File: config.mk
export PLATFORM = sky130hd
export DESIGN_NAME = usb_ep_buf_arb
export DESIGN_NICKNAME = d
export VERILOG_FILES = /design/src/rtl/usb_ep_buf_arb_pkg.sv /design/src/rtl/usb_ep_buf_arb_starve.sv /design/src/rtl/usb_ep_buf_arb.sv
export SDC_FILE = /design/constraint.sdc
export NUM_CORES = 1
export LEC_CHECK = 0
export CAP_MARGIN = 20
export CORE_ASPECT_RATIO = 0.6
export CORE_MARGIN = 2
export CORE_UTILIZATION = 24
export CTS_CLUSTER_SIZE = 12
export DETAILED_ROUTE_END_ITERATION = 10
export PLACE_DENSITY = 0.9
export SLEW_MARGIN = 20
export SYNTH_ARGS = -nofsm -noshare
export SYNTH_HDL_FRONTEND = slang
export SYNTH_SLANG_ARGS = --single-unit
File: constraint.sdc
create_clock -name i_clk -period 1.5 [get_ports i_clk]
set_input_delay 0.3 -clock i_clk [delete_from_list [all_inputs] [get_ports i_clk]]
set_output_delay 0.3 -clock i_clk [all_outputs]
set_load 0.02 [all_outputs]
File: src/rtl/usb_ep_buf_arb_pkg.sv
// ---------------------------------------------------------------------------
// usb_ep_buf_arb_pkg
// Shared definitions for the USB-side endpoint buffer arbiter:
//   - default buffer address / read / write widths
//   - default starvation bound and register-bus data width
//   - bus-side FSM state encoding
// ---------------------------------------------------------------------------
package usb_ep_buf_arb_pkg;

  localparam int unsigned DEF_AW         = 11;
  localparam int unsigned DEF_RW         = 8;
  localparam int unsigned DEF_WW         = 8;
  localparam int unsigned DEF_STARVE_MAX = 15;
  localparam int unsigned BUS_DW         = 16;

  typedef enum logic [2:0] {
    ST_IDLE    = 3'd0,
    ST_RD_REQ  = 3'd1,
    ST_RD_DATA = 3'd2,
    ST_WR_REQ  = 3'd3,
    ST_ACK     = 3'd4
  } bus_st_e;

endpackage

File: src/rtl/usb_ep_buf_arb_starve.sv
// ---------------------------------------------------------------------------
// usb_ep_buf_arb_starve
// Wait counter for the bus side of the arbiter. Counts cycles in which a
// pending bus request loses to the core; once the count reaches STARVE_MAX
// the matching force output is raised for that cycle, which blocks the core
// and grants the bus. The counter clears whenever the bus is not being denied
// (grant, abort, or no pending request).
//
// Ports:
//   i_clk, i_rst        clock, async active-high reset
//   i_rd_wait           bus FSM in RD_REQ with bus_cyc high
//   i_wr_wait           bus FSM in WR_REQ with bus_cyc high
//   i_core_rd_req       core TX-buffer read request
//   i_core_wr_req       core RX-buffer write request
//   o_force_rd          force bus grant on the read port this cycle
//   o_force_wr          force bus grant on the write port this cycle
// ---------------------------------------------------------------------------
module usb_ep_buf_arb_starve #(
  parameter int unsigned STARVE_MAX = 15
) (
  input  logic i_clk,
  input  logic i_rst,
  input  logic i_rd_wait,
  input  logic i_wr_wait,
  input  logic i_core_rd_req,
  input  logic i_core_wr_req,
  output logic o_force_rd,
  output logic o_force_wr
);

  localparam int unsigned CW = $clog2(STARVE_MAX + 1);

  logic [CW-1:0] r_cnt;
  logic          w_at_max;
  logic          w_denied;

  assign w_at_max   = (r_cnt == CW'(STARVE_MAX));
  assign o_force_rd = i_rd_wait & w_at_max;
  assign o_force_wr = i_wr_wait & w_at_max;

  // Only one of the two wait conditions can be true at a time (single FSM).
  assign w_denied = (i_rd_wait & i_core_rd_req & ~o_force_rd) |
                    (i_wr_wait & i_core_wr_req & ~o_force_wr);

  // Wait counter: counts consecutive denied cycles, clears otherwise.
  always_ff @(posedge i_clk or posedge i_rst) begin
    if (i_rst) begin
      r_cnt <= {CW{1'b0}};
    end else if (w_denied) begin
      r_cnt <= r_cnt + CW'(1);
    end else begin
      r_cnt <= {CW{1'b0}};
    end
  end

endmodule

File: src/rtl/usb_ep_buf_arb.sv
// ---------------------------------------------------------------------------
// usb_ep_buf_arb
// Shares the USB side of the endpoint buffers (TX-buffer read port, RX-buffer
// write port) between the USB core and the bridge's 16-bit register bus.
// The two ports are arbitrated independently. The core has strict priority;
// the bus is served in idle slots through a small FSM.
//
// Optional feature (macro USB_EP_BUF_ARB_STARVE_EN): starvation guard that
// forces a bus grant after STARVE_MAX denied cycles. Without the macro the
// force signals are tied low and the bus may wait indefinitely.
//
// Ports:
//   i_clk, i_rst                          USB clock, async active-high reset
//   i_core_rd_req/_addr, o_core_rd_rdy    core TX-buffer read request
//   o_core_rd_data, o_core_rd_vld         read data, one cycle after accept
//   i_core_wr_req/_addr/_data, o_core_wr_rdy  core RX-buffer write
//   i_bus_addr/_wdata/_cyc/_we            register-bus request
//   o_bus_rdata, o_bus_ack                register-bus response
//   o_ram_raddr, o_ram_ren, i_ram_rdata   TX-buffer read port
//   o_ram_waddr, o_ram_wdata, o_ram_we    RX-buffer write port
// ---------------------------------------------------------------------------
module usb_ep_buf_arb
  import usb_ep_buf_arb_pkg::*;
#(
  parameter int unsigned AW         = DEF_AW,
  parameter int unsigned RW         = DEF_RW,
  parameter int unsigned WW         = DEF_WW,
  parameter int unsigned STARVE_MAX = DEF_STARVE_MAX
) (
  input  logic          i_clk,
  input  logic          i_rst,
  input  logic          i_core_rd_req,
  input  logic [AW-1:0] i_core_rd_addr,
  output logic          o_core_rd_rdy,
  output logic [RW-1:0] o_core_rd_data,
  output logic          o_core_rd_vld,
  input  logic          i_core_wr_req,
  input  logic [AW-1:0] i_core_wr_addr,
  input  logic [WW-1:0] i_core_wr_data,
  output logic          o_core_wr_rdy,
  input  logic [AW-1:0] i_bus_addr,
  input  logic [15:0]   i_bus_wdata,
  output logic [15:0]   o_bus_rdata,
  input  logic          i_bus_cyc,
  input  logic          i_bus_we,
  output logic          o_bus_ack,
  output logic [AW-1:0] o_ram_raddr,
  output logic          o_ram_ren,
  input  logic [RW-1:0] i_ram_rdata,
  output logic [AW-1:0] o_ram_waddr,
  output logic [WW-1:0] o_ram_wdata,
  output logic          o_ram_we
);

  bus_st_e     r_state;
  bus_st_e     w_state_nxt;
  logic        r_core_rd_vld;
  logic [15:0] r_bus_rdata;

  logic w_force_rd;
  logic w_force_wr;
  logic w_rd_wait;
  logic w_wr_wait;
  logic w_core_rd_acc;
  logic w_core_wr_acc;
  logic w_bus_rd_gnt;
  logic w_bus_wr_gnt;
  logic w_unused_wdata;

  // Upper bus write-data bits beyond WW never reach the RX buffer.
  assign w_unused_wdata = ^i_bus_wdata;

  // A bus request is only live while bus_cyc is held; dropping it aborts.
  assign w_rd_wait = (r_state == ST_RD_REQ) & i_bus_cyc;
  assign w_wr_wait = (r_state == ST_WR_REQ) & i_bus_cyc;

`ifdef USB_EP_BUF_ARB_STARVE_EN
  usb_ep_buf_arb_starve #(
    .STARVE_MAX(STARVE_MAX)
  ) u_starve (
    .i_clk         (i_clk),
    .i_rst         (i_rst),
    .i_rd_wait     (w_rd_wait),
    .i_wr_wait     (w_wr_wait),
    .i_core_rd_req (i_core_rd_req),
    .i_core_wr_req (i_core_wr_req),
    .o_force_rd    (w_force_rd),
    .o_force_wr    (w_force_wr)
  );
`else
  logic w_unused_cfg;
  assign w_unused_cfg = (STARVE_MAX == 32'd0);
  assign w_force_rd   = 1'b0;
  assign w_force_wr   = 1'b0;
`endif

  // Ready is also held low during reset so no RAM enable can leak out.
  assign o_core_rd_rdy = ~w_force_rd & ~i_rst;
  assign o_core_wr_rdy = ~w_force_wr & ~i_rst;
  assign w_core_rd_acc = i_core_rd_req & o_core_rd_rdy;
  assign w_core_wr_acc = i_core_wr_req & o_core_wr_rdy;

  // Grants are mutually exclusive with core accepts: a grant needs either no
  // core request or a force, and a force drops core ready.
  assign w_bus_rd_gnt = w_rd_wait & (~i_core_rd_req | w_force_rd);
  assign w_bus_wr_gnt = w_wr_wait & (~i_core_wr_req | w_force_wr);

  assign o_core_rd_vld  = r_core_rd_vld;
  assign o_core_rd_data = r_core_rd_vld ? i_ram_rdata : {RW{1'b0}};
  assign o_bus_rdata    = r_bus_rdata;

  // Bus FSM state register.
  always_ff @(posedge i_clk or posedge i_rst) begin
    if (i_rst) begin
      r_state <= ST_IDLE;
    end else begin
      r_state <= w_state_nxt;
    end
  end

  // Bus FSM next-state logic.
  always_comb begin
    w_state_nxt = r_state;
    case (r_state)
      ST_IDLE: begin
        if (i_bus_cyc) begin
          w_state_nxt = i_bus_we ? ST_WR_REQ : ST_RD_REQ;
        end else begin
          w_state_nxt = ST_IDLE;
        end
      end
      ST_RD_REQ: begin
        if (!i_bus_cyc) begin
          w_state_nxt = ST_IDLE;
        end else if (w_bus_rd_gnt) begin
          w_state_nxt = ST_RD_DATA;
        end else begin
          w_state_nxt = ST_RD_REQ;
        end
      end
      ST_RD_DATA: w_state_nxt = ST_ACK;
      ST_WR_REQ: begin
        if (!i_bus_cyc) begin
          w_state_nxt = ST_IDLE;
        end else if (w_bus_wr_gnt) begin
          w_state_nxt = ST_ACK;
        end else begin
          w_state_nxt = ST_WR_REQ;
        end
      end
      ST_ACK:  w_state_nxt = ST_IDLE;
      default: w_state_nxt = ST_IDLE;
    endcase
  end

  // FSM outputs and RAM port muxes: an accepted core access owns its port,
  // otherwise a granted bus access; idle ports drive zeros.
  always_comb begin
    o_bus_ack   = (r_state == ST_ACK);
    o_ram_ren   = 1'b0;
    o_ram_raddr = {AW{1'b0}};
    o_ram_we    = 1'b0;
    o_ram_waddr = {AW{1'b0}};
    o_ram_wdata = {WW{1'b0}};
    if (w_core_rd_acc) begin
      o_ram_ren   = 1'b1;
      o_ram_raddr = i_core_rd_addr;
    end else if (w_bus_rd_gnt) begin
      o_ram_ren   = 1'b1;
      o_ram_raddr = i_bus_addr;
    end else begin
      o_ram_ren   = 1'b0;
      o_ram_raddr = {AW{1'b0}};
    end
    if (w_core_wr_acc) begin
      o_ram_we    = 1'b1;
      o_ram_waddr = i_core_wr_addr;
      o_ram_wdata = i_core_wr_data;
    end else if (w_bus_wr_gnt) begin
      o_ram_we    = 1'b1;
      o_ram_waddr = i_bus_addr;
      o_ram_wdata = i_bus_wdata[WW-1:0];
    end else begin
      o_ram_we    = 1'b0;
      o_ram_waddr = {AW{1'b0}};
      o_ram_wdata = {WW{1'b0}};
    end
  end

  // Core read-data valid: the buffer returns data one cycle after accept.
  always_ff @(posedge i_clk or posedge i_rst) begin
    if (i_rst) begin
      r_core_rd_vld <= 1'b0;
    end else begin
      r_core_rd_vld <= w_core_rd_acc;
    end
  end

  // Bus read data: captured from the buffer in RD_DATA, held for the ack.
  always_ff @(posedge i_clk or posedge i_rst) begin
    if (i_rst) begin
      r_bus_rdata <= 16'h0000;
    end else if (r_state == ST_RD_DATA) begin
      r_bus_rdata <= 16'(i_ram_rdata);
    end else begin
      r_bus_rdata <= r_bus_rdata;
    end
  end

endmodule

==> results.cfg <==
[synthesis]
postSynthAreaPerCell_um2 = 9.83
yosys_warnings = 0
synthArstFlopShare_pct = 100
ys_ff_latch = 12
synth_edf_count = 0
synth_flop_cell = dfrtp_1
synth_largest_area_cell = dfrtp_1
netlist_area_um2 = 943
yosysMostFrequentCell = a22o_1
yosysUniqueCellTypes = 21
synth_top_area_share_pct = 31.8
syn_inst = 96
ys_seq_area_share_pct = 31.8
synth_area_leaders = dfrtp_1, a22o_1, mux2_1
synth_common_cells = a22o_1, dfrtp_1, buf_4, and2_1, mux2_1

[layout]
area_growth_pct = 144
num-nets-final = 296
drive_gt1_share_pct = 32.6
diodes = 0
regArea_um2 = 304
multi_input_area_um2 = 603
fill_cells = 305
fin_util_pct = 61.9

[critical_path]
worstSetupPathType = reg2out
critPathLaunchType = flop
cp_max_fo = 8
r2r_cells = 4
critPathRequiredTime_ps = 1200
ff2ff_setup_slack_ps = 110
timing.rr.start = r_state[2]
cp-end-kind = output port
r2r_end = o_bus_rdata[6]
crit_arrival_ps = 1500

[clock_network]
cts-root-buf = clkbuf_8
clock_latency_ps = 240
clkTransAtPathRegs_ps = 50
cts.sinks = 12
cts_buffers = 3
htreeDepth = 1
tritoncts = done
cts_hold_buf = 0
clk_path_buf_depth = 2

[power]
power_frac_comb_pct = 55.6
sequentialPowerShare_pct = 26.6
leakagePower_nw = 1.13
switching_share_pct = 35.7
internal-power_mw = 1.28
p_clk_share_pct = 17.8
power.density_nw_per_um2 = 864
ir_drop_mv = 0.880
power_switching_mw = 0.712
p_total_mw = 1.99

[min_path]
hold_class = in2async

[status]
violations = setup timing
status = finished, violations left

[global_routing]
grt_pass1_vias = 1273
grtUsageMet3_pct = 4.72
grt_max_degree = 20
top_usage_layer = met2
gr-usage-met1_pct = 20.1
grt.overflow.total = 0
use_met2_pct = 29.7
grtUsageTotal_pct = 16.6
grt_pass1_wl_mm = 5.81
antenna_found_initial = 0

[placement]
dpl.hpwl_mm = 2.99
port_buffers = 114
routabilityCongestion = 0.740

[die]
rows = 17
ioPinCount = 131
die_y_um = 52.6
die_area_um2 = 4460
dieWidth_um = 84.9
start_util_pct = 25.3
core_um2 = 3720

[timing]
drv_slew = 0
fmax_ghz = 0.554
skew_ps = 1.66
setup_viol = 32
fin_crit_sh_pct = 120
timing_hold_violations_final = 0
period_minus_slack_ps = 1800
rsz0062_at_grt = yes
layout_setup_ws_ps = -304

[detailed_routing]
wirelength_mm = 3.86
vias = 1268
drc = 0
dr.first_iter.drc_count = 16
drtAntennaViolNets = 0
avgViaCountPerCell = 4.68
wl_per_cell_um = 14.2
drt_first_pass_iters = 4

[run]
cap_violations = 0
[worst max path at each step]
stage	start	to	slack, ps	cells past startpoint
CTS	r_state[2]	o_ram_waddr[9]	-310	5
finish	r_state[2]	o_ram_waddr[9]	-300	5
global placement	i_core_rd_req	o_ram_raddr[4]	-870	6
floorplan	r_state[2]	o_ram_waddr[0]	30	4
detailed placement	i_core_wr_req	o_ram_waddr[9]	-880	5
global route	r_state[2]	o_ram_waddr[0]	-400	5
[logic make-up (layout without fill, tap and decap cells)]
logic type / after synthesis / after routing / share of synthesized area, %
other cells: 1 / 8 / 0.397
mux: 8 / 8 / 9.55
flops: 12 / 12 / 31.8
compound gates: 34 / 34 / 30.2
simple gates: 24 / 24 / 16.7
buf+inv: 17 / 138 / 11.3
[repair_timing]
item                       in CTS  in global routing
gates resized for setup       230                 13
setup endpoints to repair      45                 45
pin swaps                      22                  3
cloned                          2                  0
buffers inserted                1                  1
[cells in the final DEF (no fill, tap or decap), drive strengths merged]
master and instances:
nand2b 3, dlygate4sd2 8, nor2b 2, buf 51, inv 2, conb 8, clkdlybuf4s15 3, mux2 8
nor3 2, and2 8, nand3 1, dfrtp 12, nor2 2, a21oi 3, a22o 30, a211oi 1
clkbuf 9, or2 3, nand2 2, dlymetal6s2s 7, clkdlybuf4s50 58, nor3b 1
[power by group through the flow]
stage               Sequential (mW)  Combinational (mW)  Clock [mW]
floorplan                     0.669               0.357           0
global placement              0.520                1.09           0
detailed placement            0.527                1.10           0
CTS                           0.532                1.13       0.362
global route                  0.549                1.18       0.382
finish                        0.530                1.11       0.355
[metrics by stage]
step / std cells / setup WS, ps / instance area [um^2] / hold slack [ps] / setup TNS [ps]
after floorplan: 103 / 27.2 / 970 / 241 / 0
after global placement: 263 / -868 / 2180 / 468 / -29740
after detailed placement: 263 / -882 / 2180 / 479 / -30010
after CTS: 270 / -313 / 2300 / 297 / -8850
after global routing: 271 / -400 / 2300 / 317 / -11330
final: 271 / -304 / 2300 / 298 / -8780
[cell type report]
cell class / instances / area share, %
Multi-Input combinational cell: 74 / 26.2
Clock buffer: 4 / 2.39
Sequential cell: 12 / 13.2
Timing Repair Buffer: 132 / 55.4
Tap cell: 47 / 2.55
Inverter: 2 / 0.326
[layer usage]
metal,part of all wire [%],vias to the layer above
li1,-,598
met1,41,604
met2,51,63
met3,7.9,3
met4,0.47,0
met5,0,-
[state kept, by name (all words and copies together), names as in the netlist]
name / cells
r_state: 3
o_core_rd_vld: 1
o_bus_rdata: 8
[critical path, stage by stage, from the launching register on]
cell,delay (ps)
dfrtp_1,390
nand2b_4,160
nor3_4,260
buf_6,170
a22o_1,160
buf_6,120
No activity file was read; power rests on OpenSTA's default activity.
